$ cat config.mk
export PLATFORM = sky130hd
export DESIGN_NAME = sensor_uart_scheduler
export DESIGN_NICKNAME = d
export VERILOG_FILES = /design/src/rtl/khu_sensor_pkg.sv /design/src/rtl/sample_slot.sv /design/src/rtl/sensor_uart_scheduler.sv
export SDC_FILE = /design/constraint.sdc
export NUM_CORES = 1
export LEC_CHECK = 0
export ABC_AREA = 1
export BUFFER_PORTS_ARGS = -buffer_cell sky130_fd_sc_hd__buf_2
export CAP_MARGIN = 20
export CORE_MARGIN = 8
export CORE_UTILIZATION = 54
export CTS_BUF_LIST = sky130_fd_sc_hd__clkbuf_4
export DETAILED_ROUTE_END_ITERATION = 7
export GPL_TIMING_DRIVEN = 1
export PLACE_DENSITY = 0.89
export SYNTH_ARGS = -nofsm -noshare
export SYNTH_HDL_FRONTEND = slang
export SYNTH_SLANG_ARGS = --single-unit
$ cat constraint.sdc
create_clock -name i_CLK -period 5.63 [get_ports i_CLK]
set_input_delay 0.2815 -clock i_CLK [delete_from_list [all_inputs] [get_ports i_CLK]]
set_output_delay 0.2815 -clock i_CLK [all_outputs]
set_load 0.01 [all_outputs]
$ cat src/rtl/khu_sensor_pkg.sv
// Shared types and defaults for the khu_sensor data path.
// Holds the scheduler state encoding, the source identifier, packet header
// bytes and the default payload sizes used by sensor_uart_scheduler.
package khu_sensor_pkg;

  typedef enum logic [1:0] {
    IDLE,
    HDR,
    PAYLOAD,
    CKSUM
  } sched_state_t;

  typedef enum logic {
    SRC_ADS,
    SRC_MPR
  } src_t;

  localparam int unsigned ADS_BYTES_DEF = 9;
  localparam int unsigned MPR_BYTES_DEF = 2;
  localparam logic [7:0]  ADS_HDR_DEF   = 8'hA1;
  localparam logic [7:0]  MPR_HDR_DEF   = 8'hB2;
  localparam int unsigned DROP_W_DEF    = 8;

  // Payload byte index width; supports packets of up to 16 payload bytes.
  localparam int unsigned IDX_W = 4;

endpackage

$ cat src/rtl/sample_slot.sv
// Per-source sample buffer for the UART scheduler.
// Ports:
//   clk_i, rst_i   clock, asynchronous active-high reset
//   valid_i        one-cycle strobe: load data_i into the capture register
//   data_i         sample, byte 0 in the most significant position
//   grant_i        scheduler grants this source: capture -> tx register
//   idx_i          payload byte index to present on byte_o
//   pending_o      capture register holds an untransmitted sample
//   byte_o         tx register byte idx_i (byte 0 = MSB)
//   drop_cnt_o     saturating count of overwritten pending samples
module sample_slot #(
  parameter int unsigned BYTES  = 2,
  parameter int unsigned DROP_W = 8,
  parameter int unsigned IDX_W  = 4
) (
  input  logic                 clk_i,
  input  logic                 rst_i,
  input  logic                 valid_i,
  input  logic [8*BYTES-1:0]   data_i,
  input  logic                 grant_i,
  input  logic [IDX_W-1:0]     idx_i,
  output logic                 pending_o,
  output logic [7:0]           byte_o,
  output logic [DROP_W-1:0]    drop_cnt_o
);

  logic [8*BYTES-1:0] cap_q, cap_d;
  logic [8*BYTES-1:0] tx_q, tx_d;
  logic               pend_q, pend_d;
  logic [DROP_W-1:0]  drop_q, drop_d;
  logic [8*BYTES-1:0] shifted;

  always_comb begin
    cap_d  = valid_i ? data_i : cap_q;
    // tx takes the old capture; a coincident strobe keeps the slot pending.
    tx_d   = grant_i ? cap_q : tx_q;
    pend_d = grant_i ? valid_i : (pend_q | valid_i);
    drop_d = drop_q;
    if (valid_i && pend_q && !grant_i && (drop_q != '1)) begin
      drop_d = drop_q + DROP_W'(1);
    end
  end

  always_ff @(posedge clk_i or posedge rst_i) begin
    if (rst_i) begin
      cap_q  <= '0;
      tx_q   <= '0;
      pend_q <= 1'b0;
      drop_q <= '0;
    end else begin
      cap_q  <= cap_d;
      tx_q   <= tx_d;
      pend_q <= pend_d;
      drop_q <= drop_d;
    end
  end

  // Shift the selected byte up into the MSB position.
  always_comb begin
    shifted = tx_q << {idx_i, 3'b000};
    byte_o  = shifted[8*BYTES-1 -: 8];
  end

  assign pending_o  = pend_q;
  assign drop_cnt_o = drop_q;

endmodule

$ cat src/rtl/sensor_uart_scheduler.sv
// Round-robin scheduler sharing one UART TX byte channel between the
// ADS1292 (ECG) and MPR121 (touch) front-ends. Each winning sample is sent
// as: header, payload bytes MSB-first, XOR checksum of all previous bytes.
// Ports:
//   i_CLK, i_RST          clock, asynchronous active-high reset
//   i_EN                  low blocks new grants (packet in flight completes)
//   i_ADS_VALID/_DATA     ADS1292 sample strobe and data
//   i_MPR_VALID/_DATA     MPR121 sample strobe and data
//   o_UART_DATA/_VALID    byte to UART transmitter, valid/ready handshake
//   i_UART_READY          transmitter accepts the byte
//   o_BUSY                packet in progress
//   o_ADS/MPR_DROP_CNT    saturating overrun counters
module sensor_uart_scheduler
  import khu_sensor_pkg::*;
#(
  parameter int unsigned ADS_BYTES = ADS_BYTES_DEF,
  parameter int unsigned MPR_BYTES = MPR_BYTES_DEF,
  parameter logic [7:0]  ADS_HDR   = ADS_HDR_DEF,
  parameter logic [7:0]  MPR_HDR   = MPR_HDR_DEF,
  parameter int unsigned DROP_W    = DROP_W_DEF
) (
  input  logic                   i_CLK,
  input  logic                   i_RST,
  input  logic                   i_EN,
  input  logic                   i_ADS_VALID,
  input  logic [8*ADS_BYTES-1:0] i_ADS_DATA,
  input  logic                   i_MPR_VALID,
  input  logic [8*MPR_BYTES-1:0] i_MPR_DATA,
  output logic [7:0]             o_UART_DATA,
  output logic                   o_UART_VALID,
  input  logic                   i_UART_READY,
  output logic                   o_BUSY,
  output logic [DROP_W-1:0]      o_ADS_DROP_CNT,
  output logic [DROP_W-1:0]      o_MPR_DROP_CNT
);

  sched_state_t     state_q, state_d;
  src_t             src_q, src_d;
  src_t             last_q, last_d;
  logic [IDX_W-1:0] idx_q, idx_d;
  logic [7:0]       ck_q, ck_d;

  logic             ads_pend, mpr_pend;
  logic             ads_grant, mpr_grant;
  logic [7:0]       ads_byte, mpr_byte;
  logic [7:0]       cur_byte, hdr;
  logic [IDX_W-1:0] last_idx;

  sample_slot #(.BYTES(ADS_BYTES), .DROP_W(DROP_W), .IDX_W(IDX_W)) u_ads_slot (
    .clk_i      (i_CLK),
    .rst_i      (i_RST),
    .valid_i    (i_ADS_VALID),
    .data_i     (i_ADS_DATA),
    .grant_i    (ads_grant),
    .idx_i      (idx_q),
    .pending_o  (ads_pend),
    .byte_o     (ads_byte),
    .drop_cnt_o (o_ADS_DROP_CNT)
  );

  sample_slot #(.BYTES(MPR_BYTES), .DROP_W(DROP_W), .IDX_W(IDX_W)) u_mpr_slot (
    .clk_i      (i_CLK),
    .rst_i      (i_RST),
    .valid_i    (i_MPR_VALID),
    .data_i     (i_MPR_DATA),
    .grant_i    (mpr_grant),
    .idx_i      (idx_q),
    .pending_o  (mpr_pend),
    .byte_o     (mpr_byte),
    .drop_cnt_o (o_MPR_DROP_CNT)
  );

  assign hdr      = (src_q == SRC_ADS) ? ADS_HDR : MPR_HDR;
  assign cur_byte = (src_q == SRC_ADS) ? ads_byte : mpr_byte;
  assign last_idx = (src_q == SRC_ADS) ? IDX_W'(ADS_BYTES - 1) : IDX_W'(MPR_BYTES - 1);

  always_comb begin
    state_d      = state_q;
    src_d        = src_q;
    last_d       = last_q;
    idx_d        = idx_q;
    ck_d         = ck_q;
    ads_grant    = 1'b0;
    mpr_grant    = 1'b0;
    o_UART_VALID = 1'b0;
    o_UART_DATA  = '0;
    unique case (state_q)
      IDLE: begin
        if (i_EN && (ads_pend || mpr_pend)) begin
          // ADS wins when alone or when MPR was served last.
          if (ads_pend && (!mpr_pend || last_q == SRC_MPR)) begin
            ads_grant = 1'b1;
            src_d     = SRC_ADS;
          end else begin
            mpr_grant = 1'b1;
            src_d     = SRC_MPR;
          end
          last_d  = src_d;
          idx_d   = '0;
          state_d = HDR;
        end
      end
      HDR: begin
        o_UART_VALID = 1'b1;
        o_UART_DATA  = hdr;
        if (i_UART_READY) begin
          ck_d    = hdr;
          idx_d   = '0;
          state_d = PAYLOAD;
        end
      end
      PAYLOAD: begin
        o_UART_VALID = 1'b1;
        o_UART_DATA  = cur_byte;
        if (i_UART_READY) begin
          ck_d = ck_q ^ cur_byte;
          if (idx_q == last_idx) begin
            state_d = CKSUM;
          end else begin
            idx_d = idx_q + IDX_W'(1);
          end
        end
      end
      CKSUM: begin
        o_UART_VALID = 1'b1;
        o_UART_DATA  = ck_q;
        if (i_UART_READY) begin
          state_d = IDLE;
        end
      end
      default: state_d = IDLE;
    endcase
  end

  always_ff @(posedge i_CLK or posedge i_RST) begin
    if (i_RST) begin
      state_q <= IDLE;
      src_q   <= SRC_ADS;
      last_q  <= SRC_MPR;
      idx_q   <= '0;
      ck_q    <= '0;
    end else begin
      state_q <= state_d;
      src_q   <= src_d;
      last_q  <= last_d;
      idx_q   <= idx_d;
      ck_q    <= ck_d;
    end
  end

  assign o_BUSY = (state_q != IDLE);

endmodule

==> impl_metrics.prom, run 1 <==
# TYPE chip_impl_metric gauge
chip_impl_metric{name="ctsResizeCount",unit=""} 0
chip_impl_metric{name="grt_start_max_net_pins",unit=""} 211
chip_impl_metric{name="cp_data_required_time",unit="ps"} 5350
chip_impl_metric{name="synth_cell_types",unit=""} 39
chip_impl_metric{name="ys_seq_area_frac",unit=""} 0.546
chip_impl_metric{name="placed_cell_area",unit="µm²"} 10200
chip_impl_metric{name="ctsHoldBuffers",unit=""} 107
chip_impl_metric{name="timing.setup.tns",unit="ps"} 0
chip_impl_metric{name="gp_congestion",unit=""} 0.856
chip_impl_metric{name="drt_pre_antenna_iters",unit=""} 5
chip_impl_metric{name="cts_h_tree_lvls",unit=""} 2
chip_impl_metric{name="fp-row-count",unit=""} 49
chip_impl_metric{name="power_per_cell_area",unit="nW/µm²"} 452
chip_impl_metric{name="synth.yosys.warnings",unit=""} 0
chip_impl_metric{name="floorplan.initialDensity",unit=""} 0.543
chip_impl_metric{name="floorplan.core_area",unit="µm²"} 17700
chip_impl_metric{name="r2r_setup_slack",unit="ps"} 2960
chip_impl_metric{name="slew_violations",unit=""} 0
chip_impl_metric{name="clkLatencyLatePin",unit="ps"} 660
chip_impl_metric{name="gr-total-overflow",unit=""} 0
chip_impl_info{name="failed_checks",value="hold timing"} 1
chip_impl_info{name="worstSetupEndpointType",value="primary output"} 1
chip_impl_metric{name="detail_route.wirelength",unit="µm"} 25200
chip_impl_metric{name="layout-drive-gt1-share",unit=""} 0.167
chip_impl_info{name="most-common-layout-cells",value="sky130_fd_sc_hd__nand2_1 (372), sky130_fd_sc_hd__dfrtp_1 (209), sky130_fd_sc_hd__inv_1 (138)"} 1
chip_impl_metric{name="die_x",unit="µm"} 149
chip_impl_metric{name="num-nets-final",unit=""} 1479
chip_impl_info{name="setup.worst_path.start_class",value="flop"} 1
chip_impl_info{name="clock_tree.root_cell",value="sky130_fd_sc_hd__clkbuf_4"} 1
chip_impl_info{name="synth_ff_type",value="sky130_fd_sc_hd__dfrtp_1"} 1
chip_impl_metric{name="timing.final.setup_violations",unit=""} 0
chip_impl_metric{name="grt_usage",unit=""} 0.231
chip_impl_metric{name="io_buffers",unit=""} 119
chip_impl_metric{name="syn_avg_cell_area",unit="µm²"} 8.39
chip_impl_metric{name="drt_iter0_markers",unit=""} 609
chip_impl_metric{name="vdd_ir_drop_max",unit="µV"} 275
chip_impl_metric{name="syn_nets",unit=""} 1248
chip_impl_info{name="layout.cells.most_common",value="sky130_fd_sc_hd__nand2_1"} 1
chip_impl_metric{name="count_of_clock_tree_sinks",unit=""} 210
chip_impl_metric{name="route.antenna.remaining_nets",unit=""} 0
chip_impl_metric{name="place_hpwl",unit="µm"} 14600
chip_impl_metric{name="finish.utilization",unit=""} 0.676
chip_impl_metric{name="clk_pin_slew",unit="ps"} 60
chip_impl_metric{name="cts_setup_buffers",unit=""} 0
chip_impl_metric{name="multi_input_comb_area",unit="µm²"} 3470
chip_impl_metric{name="max_freq",unit="GHz"} 0.332
chip_impl_metric{name="seqCellArea",unit="µm²"} 5260
chip_impl_metric{name="antenna-diode-count",unit=""} 0
chip_impl_metric{name="post_drt_via_cell_ratio",unit=""} 5.12
chip_impl_metric{name="design.die.area",unit="µm²"} 22300
chip_impl_metric{name="detail_routed_net_length_per_standard_cell",unit="µm"} 15.3
chip_impl_info{name="critical_path_class",value="reg -> out"} 1
chip_impl_metric{name="timing.max_cap.violations",unit=""} 0
chip_impl_metric{name="relSlewSlack",unit=""} 0.224
chip_impl_metric{name="i_o_pin_count",unit=""} 120
chip_impl_info{name="tritoncts",value="built"} 1
chip_impl_info{name="rsz0062_at_grt",value="false"} 1
chip_impl_metric{name="synthToLayoutAreaGrowth",unit="%"} 24.5
chip_impl_metric{name="bufs_on_longest_clock_path",unit=""} 3
chip_impl_metric{name="route.vias.total",unit=""} 8451
chip_impl_metric{name="final.setup.worst_slack",unit="ps"} 2620
chip_impl_metric{name="first_pass_grt_wire_length",unit="µm"} 41700
chip_impl_metric{name="cp.arrival",unit="ps"} 2730
chip_impl_metric{name="total_clock_buffers_created_by_cts",unit=""} 54
chip_impl_metric{name="total_leakage_power",unit="nW"} 6.09
chip_impl_metric{name="synth_async_sr_flop_share",unit=""} 1.00
chip_impl_metric{name="final_design_area_no_fill",unit="µm²"} 12000
chip_impl_metric{name="detailedPlace.worstSlack",unit="ps"} 2800
chip_impl_info{name="status",value="finished, violations left"} 1
chip_impl_metric{name="finalWorstPathRequiredPeriod",unit="ps"} 3010
chip_impl_metric{name="number_of_synthesized_flops_with_an_enable_pin",unit=""} 0
chip_impl_metric{name="number_of_remaining_drc_errors",unit=""} 0
chip_impl_metric{name="finalClockSkew",unit="ps"} 42.9
chip_impl_metric{name="report.final.hold_viol_count",unit=""} 55
chip_impl_metric{name="timing_worst_slew_pin_value",unit="ps"} 1160
chip_impl_metric{name="critical_path_peak_fanout",unit=""} 46
chip_impl_metric{name="number_of_antenna_violations_at_the_first_check_in_global_routing",unit=""} 0
chip_impl_metric{name="syn-instance-count",unit=""} 1146
chip_impl_metric{name="synth_area",unit="µm²"} 9620
chip_impl_metric{name="final.period_utilization",unit=""} 0.535
chip_impl_metric{name="nFillCells",unit=""} 1327
chip_impl_metric{name="ys_seq_elements",unit=""} 210
chip_impl_info{name="worst_hold_path_type",value="in -> async"} 1
chip_impl_metric{name="first_global_vias",unit=""} 8650
chip_impl_metric{name="floorplan.die.height",unit="µm"} 149
chip_impl_metric{name="holdWs",unit="ps"} -91.1
[stage by stage]
stage | total power, mW | hold slack, ps | cells
after floorplan | 3.59 | 389 | 1146
after global placement | 3.97 | 456 | 1442
after detailed placement | 4.07 | 472 | 1442
after CTS | 5.39 | 12.9 | 1651
after global routing | 5.84 | 6.67 | 1652
final | 5.42 | -91.1 | 1652
[registers in the layout, summed over array words and instances, names as in the netlist]
| signal | flops |
|---|---|
| u_ads_slot.pending_o | 1 |
| ck_q | 8 |
| u_mpr_slot.drop_cnt_o | 8 |
| u_mpr_slot.cap_q | 16 |
| last_q | 1 |
| u_ads_slot.tx_q | 72 |
| u_mpr_slot.pending_o | 1 |
| u_ads_slot.drop_cnt_o | 8 |
| state_q | 2 |
| idx_q | 4 |
| src_q | 1 |
| u_ads_slot.cap_q | 72 |
| u_mpr_slot.tx_q | 16 |
[logic make-up after synthesis]
kind of cell,count (synthesis),synth area share
fa+ha+maj,8,0.0104
compound gates,227,0.126
flops,210,0.546
simple gates,486,0.212
xor+xnor,14,0.0127
buf+inv,201,0.0927
[power breakdown]
part | switching (mW) | total [mW] | internal, mW
registers | 0.320 | 2.29 | 1.97
clock network | 0.633 | 1.25 | 0.617
logic | 1.16 | 1.88 | 0.716
total | 2.11 | 5.42 | 3.30
[critical path, stage by stage (launching register included)]
cell and delay (ps):
sky130_fd_sc_hd__dfrtp_1 380, sky130_fd_sc_hd__inv_2 600, sky130_fd_sc_hd__nand2_1 130, sky130_fd_sc_hd__nand3_1 110
sky130_fd_sc_hd__nand2_1 60, sky130_fd_sc_hd__a21boi_1 240, sky130_fd_sc_hd__nand3_1 130, sky130_fd_sc_hd__a21oi_1 250
sky130_fd_sc_hd__buf_2 180
[final timing paths]
kind / start / endpoint / depth (start not counted)
min in group i_CLK: i_EN / last_q / 4
max reg2reg: state_q[0] / u_ads_slot.tx_q[39] / 8
min: i_RST / u_mpr_slot.cap_q[3] / 3
max: idx_q[0] / o_UART_DATA[6] / 8
max in group asynchronous: i_RST / u_ads_slot.cap_q[61] / 3
min reg2reg: u_ads_slot.tx_q[47] / u_ads_slot.tx_q[47] / 2
[synthesized netlist by cell type (2+ instances only)]
cell                       number  share of area
sky130_fd_sc_hd__nand3_1       57          0.030
sky130_fd_sc_hd__a21o_1         2         0.0016
sky130_fd_sc_hd__buf_2         12         0.0062
sky130_fd_sc_hd__nor2_4         4         0.0047
sky130_fd_sc_hd__a21oi_1        9         0.0047
sky130_fd_sc_hd__or2_2          3         0.0020
sky130_fd_sc_hd__o21ai_2        2         0.0018
sky130_fd_sc_hd__inv_1        139          0.054
sky130_fd_sc_hd__nor3_1         3         0.0016
sky130_fd_sc_hd__inv_2          5         0.0020
sky130_fd_sc_hd__or2_1          2         0.0013
sky130_fd_sc_hd__o21ai_0       98          0.051
sky130_fd_sc_hd__dfrtp_1      209           0.54
sky130_fd_sc_hd__clkbuf_1      20         0.0078
sky130_fd_sc_hd__buf_1          4         0.0016
sky130_fd_sc_hd__nand4_1       15         0.0098
sky130_fd_sc_hd__nor2_1        20         0.0078
sky130_fd_sc_hd__o21ai_1      102          0.053
sky130_fd_sc_hd__xor2_1         8         0.0073
sky130_fd_sc_hd__nand3b_1       2         0.0016
sky130_fd_sc_hd__xnor2_1        6         0.0055
sky130_fd_sc_hd__buf_4          8         0.0062
sky130_fd_sc_hd__buf_6         12          0.014
sky130_fd_sc_hd__o21a_1         3         0.0023
sky130_fd_sc_hd__a21oi_2        7         0.0064
sky130_fd_sc_hd__ha_1           8          0.010
sky130_fd_sc_hd__nor2_2         3         0.0020
sky130_fd_sc_hd__nand2_1      372           0.15
[area by class of cell]
type / count / share of cell area
multi-input combinational: 735 / 0.290
inverter: 145 / 0.0460
clock buffer: 74 / 0.0464
sequential: 210 / 0.439
tap: 229 / 0.0239
timing repair buffer: 231 / 0.145
clock inverter: 28 / 0.00941
[routing by layer]
layer	vias up	track usage	part of all wire
met5	-	0	0
met4	0	0.0853	0.028
met3	64	0.0617	0.070
met2	295	0.399	0.50
met1	3970	0.271	0.40
li1	4122	-	-
Note: power is estimated with default switching activity, not from simulation.
==> run 2: changes to the inputs <==
ABC_AREA = 0   (was 1)
clock period = 2.6 ns   (was 5.63 ns; I/O delays follow)
==> run 2 against run 1 <==
The run ends with setup timing left; final cell count fell by 25%; critical path depth did not move; largest power group unchanged; first-iteration DRC count rose by 11%; critical path type unchanged; area after synthesis fell by 3.1%; sequential share of layout area fell by 0.36 points; clock power rose by 110%.
==> impl_metrics.prom, run 2 <==
# TYPE chip_impl_metric gauge
chip_impl_metric{name="slew_violations",unit=""} 0
chip_impl_info{name="layout.cells.most_common",value="sky130_fd_sc_hd__dfrtp_1"} 1
chip_impl_metric{name="gp_congestion",unit=""} 0.827
chip_impl_info{name="rsz0062_at_grt",value="true"} 1
chip_impl_metric{name="drt_pre_antenna_iters",unit=""} 7
chip_impl_metric{name="number_of_remaining_drc_errors",unit=""} 0
chip_impl_info{name="synth_ff_type",value="sky130_fd_sc_hd__dfrtp_1"} 1
chip_impl_metric{name="seqCellArea",unit="µm²"} 5260
chip_impl_metric{name="syn-instance-count",unit=""} 713
chip_impl_info{name="post-synth-top-count-cell",value="sky130_fd_sc_hd__dfrtp_1"} 1
chip_impl_metric{name="critical_path_peak_fanout",unit=""} 6
chip_impl_metric{name="clkLatencyLatePin",unit="ps"} 710
chip_impl_metric{name="timing.max_cap.violations",unit=""} 0
chip_impl_metric{name="r2r_setup_slack",unit="ps"} 220
chip_impl_metric{name="cp_data_required_time",unit="ps"} 2470
chip_impl_metric{name="clk_pin_slew",unit="ps"} 70
chip_impl_metric{name="synth_cell_types",unit=""} 57
chip_impl_metric{name="grt_start_max_net_pins",unit=""} 79
chip_impl_info{name="clock_tree.root_cell",value="sky130_fd_sc_hd__clkbuf_4"} 1
chip_impl_metric{name="nFillCells",unit=""} 1051
chip_impl_metric{name="syn_avg_cell_area",unit="µm²"} 13.1
chip_impl_metric{name="first_global_vias",unit=""} 7639
chip_impl_metric{name="die_x",unit="µm"} 147
chip_impl_metric{name="detail_routed_net_length_per_standard_cell",unit="µm"} 20.5
chip_impl_metric{name="synth_area",unit="µm²"} 9320
chip_impl_info{name="endpoint",value="o_UART_DATA[1]"} 1
chip_impl_info{name="cp-startpoint",value="idx_q[2]"} 1
chip_impl_metric{name="timing.final.setup_violations",unit=""} 6
chip_impl_metric{name="place_hpwl",unit="µm"} 14100
chip_impl_metric{name="vdd_ir_drop_max",unit="µV"} 442
chip_impl_info{name="top_regs",value="u_ads_slot.cap_q (72), u_ads_slot.tx_q (72)"} 1
chip_impl_metric{name="cts_h_tree_lvls",unit=""} 2
chip_impl_metric{name="fp-row-count",unit=""} 48
chip_impl_info{name="worst_hold_path_type",value="in -> async"} 1
chip_impl_metric{name="detail_route.wirelength",unit="µm"} 25400
chip_impl_metric{name="synthToLayoutAreaGrowth",unit="%"} 29.7
chip_impl_metric{name="num-nets-final",unit=""} 1085
chip_impl_metric{name="floorplan.initialDensity",unit=""} 0.546
chip_impl_metric{name="layout-drive-gt1-share",unit=""} 0.407
chip_impl_metric{name="number_of_synthesized_flops_with_an_enable_pin",unit=""} 0
chip_impl_metric{name="total_leakage_power",unit="nW"} 5.39
chip_impl_metric{name="finalClockSkew",unit="ps"} 77.3
chip_impl_info{name="critical_path_class",value="reg -> out"} 1
chip_impl_metric{name="post-synth-top-area-fraction",unit=""} 0.561
chip_impl_info{name="synthTopCellsByArea",value="sky130_fd_sc_hd__dfrtp_1 (56%), sky130_fd_sc_hd__mux2_2 (18%), sky130_fd_sc_hd__mux2i_1 (4.4%)"} 1
chip_impl_metric{name="drt_iter0_markers",unit=""} 675
chip_impl_metric{name="timing_worst_slew_pin_value",unit="ps"} 492
chip_impl_info{name="timing.rr.start",value="state_q[1]"} 1
chip_impl_metric{name="final.period_utilization",unit=""} 1.07
chip_impl_metric{name="floorplan.core_area",unit="µm²"} 17100
chip_impl_metric{name="route.antenna.remaining_nets",unit=""} 0
chip_impl_info{name="failed_checks",value="setup timing"} 1
chip_impl_metric{name="report.final.hold_viol_count",unit=""} 0
chip_impl_info{name="yosys.area.top_type",value="sky130_fd_sc_hd__dfrtp_1"} 1
chip_impl_metric{name="synth.yosys.warnings",unit=""} 0
chip_impl_metric{name="i_o_pin_count",unit=""} 120
chip_impl_metric{name="r2r.worst_path.cells",unit=""} 7
chip_impl_metric{name="route.vias.total",unit=""} 7039
chip_impl_metric{name="relSlewSlack",unit=""} 0.671
chip_impl_metric{name="cp.arrival",unit="ps"} 2660
chip_impl_metric{name="bufs_on_longest_clock_path",unit=""} 3
chip_impl_metric{name="floorplan.die.height",unit="µm"} 147
chip_impl_metric{name="totalPowerFinal",unit="mW"} 12.3
chip_impl_info{name="status",value="finished, violations left"} 1
chip_impl_metric{name="grt_usage",unit=""} 0.228
chip_impl_metric{name="gr-total-overflow",unit=""} 0
chip_impl_metric{name="total_clock_buffers_created_by_cts",unit=""} 51
chip_impl_metric{name="final.setup.worst_slack",unit="ps"} -195
chip_impl_metric{name="design.die.area",unit="µm²"} 21700
chip_impl_metric{name="post_drt_via_cell_ratio",unit=""} 5.69
chip_impl_metric{name="count_of_clock_tree_sinks",unit=""} 210
chip_impl_info{name="most-common-layout-cells",value="sky130_fd_sc_hd__dfrtp_1 (205), sky130_fd_sc_hd__mux2_2 (149), sky130_fd_sc_hd__buf_2 (119)"} 1
chip_impl_metric{name="finalWorstPathRequiredPeriod",unit="ps"} 2790
chip_impl_metric{name="multi_input_comb_area",unit="µm²"} 3880
chip_impl_metric{name="synth_async_sr_flop_share",unit=""} 1.00
chip_impl_info{name="setup.worst_path.start_class",value="flop"} 1
chip_impl_info{name="synth_common_cells",value="sky130_fd_sc_hd__dfrtp_1 (209), sky130_fd_sc_hd__mux2_2 (149), sky130_fd_sc_hd__nand2_1 (47), sky130_fd_sc_hd__mux2i_1 (41), sky130_fd_sc_hd__mux2_1 (22)"} 1
chip_impl_metric{name="finish.utilization",unit=""} 0.709
chip_impl_info{name="tritoncts",value="built"} 1
chip_impl_metric{name="syn_nets",unit=""} 815
chip_impl_info{name="reg2reg_to",value="idx_q[2]"} 1
chip_impl_metric{name="first_pass_grt_wire_length",unit="µm"} 39800
chip_impl_info{name="worstSetupEndpointType",value="primary output"} 1
chip_impl_metric{name="power_per_cell_area",unit="nW/µm²"} 1010
chip_impl_metric{name="max_freq",unit="GHz"} 0.358
chip_impl_metric{name="io_buffers",unit=""} 119
chip_impl_metric{name="ys_seq_elements",unit=""} 210
chip_impl_metric{name="ys_seq_area_frac",unit=""} 0.564
chip_impl_metric{name="number_of_antenna_violations_at_the_first_check_in_global_routing",unit=""} 1
[run 2: changes by cell type after synthesis, sizes merged, moves of 14 or more]
cell	previous run	this run
o21ai	203	24
nand2	374	48
mux2i	0	41
inv	145	17
buf	36	22
mux2	0	172
nand3	58	12
[run 2: timing repair]
item,CTS,global route
gates resized for setup,17,14
endpoints found under the setup margin,8,8
pin swaps,6,7
hold buffers,109,0
buffers inserted,13,6
hold endpoints to repair,311,0
[run 2: cell families (layout without fill, tap and decap cells)]
family	after synthesis	after routing	share of synthesized area
flops	210	210	0.564
simple gates	130	130	0.0718
fa+ha+maj	8	8	0.0107
buf+inv	60	358	0.0306
mux	213	213	0.252
other cells	0	1	0
compound gates	78	78	0.0573
xor+xnor	14	14	0.0132
[run 2: layout make-up]
cell class,instances,share of cell area
Clock buffer,71,0.0441
Tap cell,225,0.0233
Inverter,17,0.00559
Sequential cell,210,0.436
Clock inverter,10,0.00435
Timing Repair Buffer,260,0.166
Multi-Input combinational cell,443,0.321
Antenna cell,1,0.000207
[run 2: worst min path at each step]
stage	from	end	slack, ps	depth (start not counted)
finish	i_RST	u_ads_slot.cap_q[9]	30	3
global route	i_RST	u_ads_slot.cap_q[9]	50	3
CTS	i_RST	u_ads_slot.cap_q[10]	10	3
detailed placement	i_RST	u_ads_slot.cap_q[10]	160	2
global placement	i_RST	u_ads_slot.cap_q[10]	160	2
floorplan	i_ADS_DATA[69]	u_ads_slot.cap_q[69]	280	1
[run 2: through the flow]
step                cell area (µm²)  setup TNS, ps  hold WS, ps  setup slack, ps  instances
CTS                           12000          -55.2         12.2            -14.3       1230
detailed placement            10100              0          155              396       1027
global placement              10100              0          158              433       1027
finish                        12100           -668         28.2             -195       1237
floorplan                      9320         -53790          282             -257        713
global route                  12100          -1820         54.3             -360       1237
[run 2: worst max-delay path, cell delays in order, from the launching register on]
cell and delay (ps):
sky130_fd_sc_hd__dfrtp_2 450, sky130_fd_sc_hd__buf_6 160, sky130_fd_sc_hd__nor4_4 300, sky130_fd_sc_hd__buf_4 230
sky130_fd_sc_hd__a22oi_1 120, sky130_fd_sc_hd__and4_1 240, sky130_fd_sc_hd__a222oi_1 230, sky130_fd_sc_hd__nor2_1 80
sky130_fd_sc_hd__buf_2 150
[run 2: routing by layer]
metal	vias up	track usage	part of all wire
met3	121	0.0671	0.077
met4	0	0.0974	0.043
met1	3452	0.265	0.38
met5	-	0	0
met2	367	0.386	0.50
li1	3099	-	-
[run 2: report_power, final]
| group | internal (mW) | total (mW) | switching [mW] |
|---|---|---|---|
| clock network | 1.25 | 2.59 | 1.34 |
| registers | 4.33 | 5.17 | 0.845 |
| logic | 2.22 | 4.49 | 2.27 |
| total | 7.79 | 12.3 | 4.46 |
==> run 3: changes to the inputs <==
ABC_AREA = 1   (was 0)
CAP_MARGIN = 25   (was 20)
SYNTH_HIERARCHICAL = 1   (was unset)
==> run 3 against run 2 <==
The run now ends clean; first-iteration DRC count up 37%; register-to-register slack got worse by 60 ps; sequential power down 7.4%; worst hold slack improved by 150 ps; wire length grew 12%; critical path depth is 1 lower; die area is 3.9% higher; largest power group unchanged.
==> impl_metrics.prom, run 3 <==
# TYPE chip_impl_metric gauge
chip_impl_metric{name="critical_path.max_stage_delay",unit="ps"} 540
chip_impl_metric{name="first_pass_grt_wire_length",unit="µm"} 46300
chip_impl_metric{name="clkLatencyLatePin",unit="ps"} 680
chip_impl_metric{name="timing_worst_slew_pin_value",unit="ps"} 808
chip_impl_metric{name="ys_seq_area_frac",unit=""} 0.540
chip_impl_metric{name="design.die.area",unit="µm²"} 22600
chip_impl_metric{name="floorplan.initialDensity",unit=""} 0.545
chip_impl_metric{name="synthToLayoutAreaGrowth",unit="%"} 29.8
chip_impl_metric{name="vdd_ir_drop_max",unit="µV"} 522
chip_impl_metric{name="cp_data_required_time",unit="ps"} 2470
chip_impl_info{name="synth_common_cells",value="sky130_fd_sc_hd__nand2_1 (533), sky130_fd_sc_hd__dfrtp_1 (209), sky130_fd_sc_hd__inv_1 (114), sky130_fd_sc_hd__o21ai_0 (103), sky130_fd_sc_hd__nand3_1 (81)"} 1
chip_impl_metric{name="timing.max_cap.violations",unit=""} 0
chip_impl_metric{name="synth.yosys.warnings",unit=""} 6
chip_impl_info{name="worstSetupEndpointType",value="primary output"} 1
chip_impl_metric{name="number_of_synthesized_flops_with_an_enable_pin",unit=""} 0
chip_impl_metric{name="nFillCells",unit=""} 1199
chip_impl_metric{name="timing.setup.tns",unit="ps"} 0
chip_impl_metric{name="route.vias.total",unit=""} 9326
chip_impl_metric{name="number_of_remaining_drc_errors",unit=""} 0
chip_impl_metric{name="timing.final.setup_violations",unit=""} 0
chip_impl_metric{name="grt_start_max_net_pins",unit=""} 154
chip_impl_metric{name="synth_cell_types",unit=""} 36
chip_impl_metric{name="num-nets-final",unit=""} 1589
chip_impl_metric{name="total_clock_buffers_created_by_cts",unit=""} 54
chip_impl_metric{name="crit_cells",unit=""} 7
chip_impl_metric{name="detail_routed_net_length_per_standard_cell",unit="µm"} 16.2
chip_impl_metric{name="relSlewSlack",unit=""} 0.461
chip_impl_metric{name="fp-row-count",unit=""} 49
chip_impl_metric{name="post_drt_via_cell_ratio",unit=""} 5.30
chip_impl_metric{name="total_leakage_power",unit="nW"} 6.49
chip_impl_metric{name="syn-instance-count",unit=""} 1207
chip_impl_info{name="synth_ff_type",value="sky130_fd_sc_hd__dfrtp_1"} 1
chip_impl_info{name="rsz0062_at_grt",value="true"} 1
chip_impl_metric{name="report.final.hold_viol_count",unit=""} 0
chip_impl_metric{name="ys_seq_elements",unit=""} 210
chip_impl_metric{name="clk_pin_slew",unit="ps"} 70
chip_impl_metric{name="finalClockSkew",unit="ps"} 46.6
chip_impl_metric{name="drt_iter0_markers",unit=""} 924
chip_impl_metric{name="final.period_utilization",unit=""} 0.988
chip_impl_info{name="tritoncts",value="built"} 1
chip_impl_info{name="most-common-layout-cells",value="sky130_fd_sc_hd__nand2_1 (530), sky130_fd_sc_hd__dfrtp_1 (206), sky130_fd_sc_hd__dlygate4sd3_1 (145)"} 1
chip_impl_metric{name="place_hpwl",unit="µm"} 16100
chip_impl_info{name="setup.worst_path.start_class",value="flop"} 1
chip_impl_info{name="timing.critical_path.slowest_stage_cell",value="sky130_fd_sc_hd__dfrtp_4"} 1
chip_impl_metric{name="final-instance-count-excl-fill",unit=""} 1759
chip_impl_info{name="critPathTopFamily",value="simple AND/OR/NAND/NOR gates"} 1
chip_impl_metric{name="floorplan.core_area",unit="µm²"} 17800
chip_impl_metric{name="floorplan.die.height",unit="µm"} 150
chip_impl_metric{name="power_per_cell_area",unit="nW/µm²"} 925
chip_impl_metric{name="post-synth-top-area-fraction",unit=""} 0.538
chip_impl_metric{name="gr-total-overflow",unit=""} 0
chip_impl_metric{name="critical_path_peak_fanout",unit=""} 8
chip_impl_info{name="yosys.area.top_type",value="sky130_fd_sc_hd__dfrtp_1"} 1
chip_impl_metric{name="slew_violations",unit=""} 0
chip_impl_info{name="layout.cells.most_common",value="sky130_fd_sc_hd__nand2_1"} 1
chip_impl_info{name="critical_path.cell_chain",value="or3_4 > a21oi_1 > nand2_1 > nand2_2 > nand2_1 > a31oi_2 > buf_2"} 1
chip_impl_metric{name="syn_avg_cell_area",unit="µm²"} 8.06
chip_impl_metric{name="i_o_pin_count",unit=""} 120
chip_impl_metric{name="grt_usage",unit=""} 0.255
chip_impl_metric{name="syn_nets",unit=""} 1309
chip_impl_metric{name="io_buffers",unit=""} 119
chip_impl_metric{name="finalWorstPathRequiredPeriod",unit="ps"} 2570
chip_impl_metric{name="detail_route.wirelength",unit="µm"} 28500
chip_impl_metric{name="bufs_on_longest_clock_path",unit=""} 3
chip_impl_metric{name="final_design_area_no_fill",unit="µm²"} 12600
chip_impl_metric{name="drt_pre_antenna_iters",unit=""} 8
chip_impl_info{name="post-synth-top-count-cell",value="sky130_fd_sc_hd__nand2_1"} 1
chip_impl_metric{name="die_x",unit="µm"} 150
chip_impl_info{name="critical_path_class",value="reg -> out"} 1
chip_impl_info{name="top_regs",value="u_ads_slot/cap_q (72), u_ads_slot/tx_q (72)"} 1
chip_impl_info{name="cp-startpoint",value="idx_q[1]"} 1
chip_impl_metric{name="worst-path-buf-inv",unit=""} 1
chip_impl_metric{name="layout-drive-gt1-share",unit=""} 0.180
chip_impl_info{name="synthTopCellsByArea",value="sky130_fd_sc_hd__dfrtp_1 (54%), sky130_fd_sc_hd__nand2_1 (21%), sky130_fd_sc_hd__o21ai_0 (5.3%)"} 1
chip_impl_metric{name="r2r.worst_path.cells",unit=""} 9
chip_impl_metric{name="first_global_vias",unit=""} 9544
chip_impl_metric{name="cts_h_tree_lvls",unit=""} 2
chip_impl_metric{name="placed_cell_area",unit="µm²"} 10400
chip_impl_metric{name="max_freq",unit="GHz"} 0.389
chip_impl_info{name="path_common_cell",value="sky130_fd_sc_hd__nand2_1"} 1
chip_impl_metric{name="dpl.cell_count",unit=""} 1509
chip_impl_metric{name="synth_async_sr_flop_share",unit=""} 1.00
chip_impl_metric{name="count_of_clock_tree_sinks",unit=""} 210
chip_impl_metric{name="gp_congestion",unit=""} 0.917
chip_impl_metric{name="finish.utilization",unit=""} 0.708
chip_impl_metric{name="r2r_setup_slack",unit="ps"} 160
chip_impl_info{name="timing.rr.start",value="state_q[1]"} 1
chip_impl_metric{name="number_of_antenna_violations_at_the_first_check_in_global_routing",unit=""} 1
chip_impl_info{name="clock_tree.root_cell",value="sky130_fd_sc_hd__clkbuf_4"} 1
chip_impl_info{name="status",value="finished, final reports clean"} 1
chip_impl_metric{name="route.antenna.remaining_nets",unit=""} 0
chip_impl_metric{name="synth_area",unit="µm²"} 9730
chip_impl_metric{name="cp.arrival",unit="ps"} 2440
chip_impl_info{name="worst_hold_path_type",value="in -> async"} 1
## run 3: worst reg2reg max path: stages (launching register included)
cell	delay, ps
sky130_fd_sc_hd__dfrtp_1	470
sky130_fd_sc_hd__inv_1	130
sky130_fd_sc_hd__ha_2	280
sky130_fd_sc_hd__inv_1	180
sky130_fd_sc_hd__nor2_1	230
sky130_fd_sc_hd__nand2_1	140
sky130_fd_sc_hd__inv_1	170
sky130_fd_sc_hd__inv_1	90
sky130_fd_sc_hd__buf_4	230
sky130_fd_sc_hd__o21ai_0	410
## run 3: metal layers
metal / vias to the layer above / routed length (µm) / GRT usage
met1: 4390 / 11200 / 0.301
met2: 508 / 14000 / 0.422
li1: 4324 / - / -
met3: 104 / 2090 / 0.0616
met5: - / 0 / 0
met4: 0 / 1240 / 0.146
## run 3: cell families (layout without fill, tap and decap cells)
family | count (synthesis) | count (layout) | synth area share
compound gates | 131 | 131 | 0.0698
xor+xnor | 7 | 7 | 0.00630
fa+ha+maj | 8 | 8 | 0.0103
buf+inv | 177 | 498 | 0.0802
flops | 210 | 210 | 0.540
mux | 9 | 9 | 0.0104
other cells | 0 | 2 | 0
simple gates | 665 | 665 | 0.283
## run 3: power breakdown
part | internal [mW] | switching, mW
combinational | 1.46 | 2.65
sequential | 4.21 | 0.581
clock | 1.37 | 1.41
## run 3: per-stage QoR
| stage | hold WS [ps] | setup slack [ps] | total power [mW] |
|---|---|---|---|
| final | 174 | 32.5 | 11.7 |
| after global routing | 188 | -101 | 12.4 |
| after CTS | 124 | -16.0 | 11.3 |
| after detailed placement | 48.2 | 387 | 8.37 |
| after global placement | 43.5 | 438 | 8.17 |
| after floorplan | 43.0 | 539 | 7.39 |
## run 3: cell type report
class,count,area [µm²],area share
Tap cell,229,287,0.0227
Timing Repair Buffer,281,2220,0.175
Multi-Input combinational cell,820,3730,0.296
Clock buffer,77,578,0.0458
Inverter,120,464,0.0368
Sequential cell,210,5260,0.417
Antenna cell,2,5.00,0.000396
Clock inverter,20,83.8,0.00664
## run 3: repair_timing
item                       4_1_cts  5_1_grt
hold endpoints to repair       310        0
pin swaps                        1        0
setup endpoints to repair        8        9
buffers inserted                 2        4
hold buffers                   145        0
resized for setup                5       15
## run 3: final timing paths
check / to
worst max-delay path: o_UART_DATA[0]
max in group asynchronous: u_mpr_slot/cap_q[12]
worst min register to register: u_ads_slot/cap_q[25]
min in group i_CLK: u_ads_slot/drop_cnt_o[7]
worst max register to register: u_mpr_slot/tx_q[13]
worst min-delay path: ck_q[7]
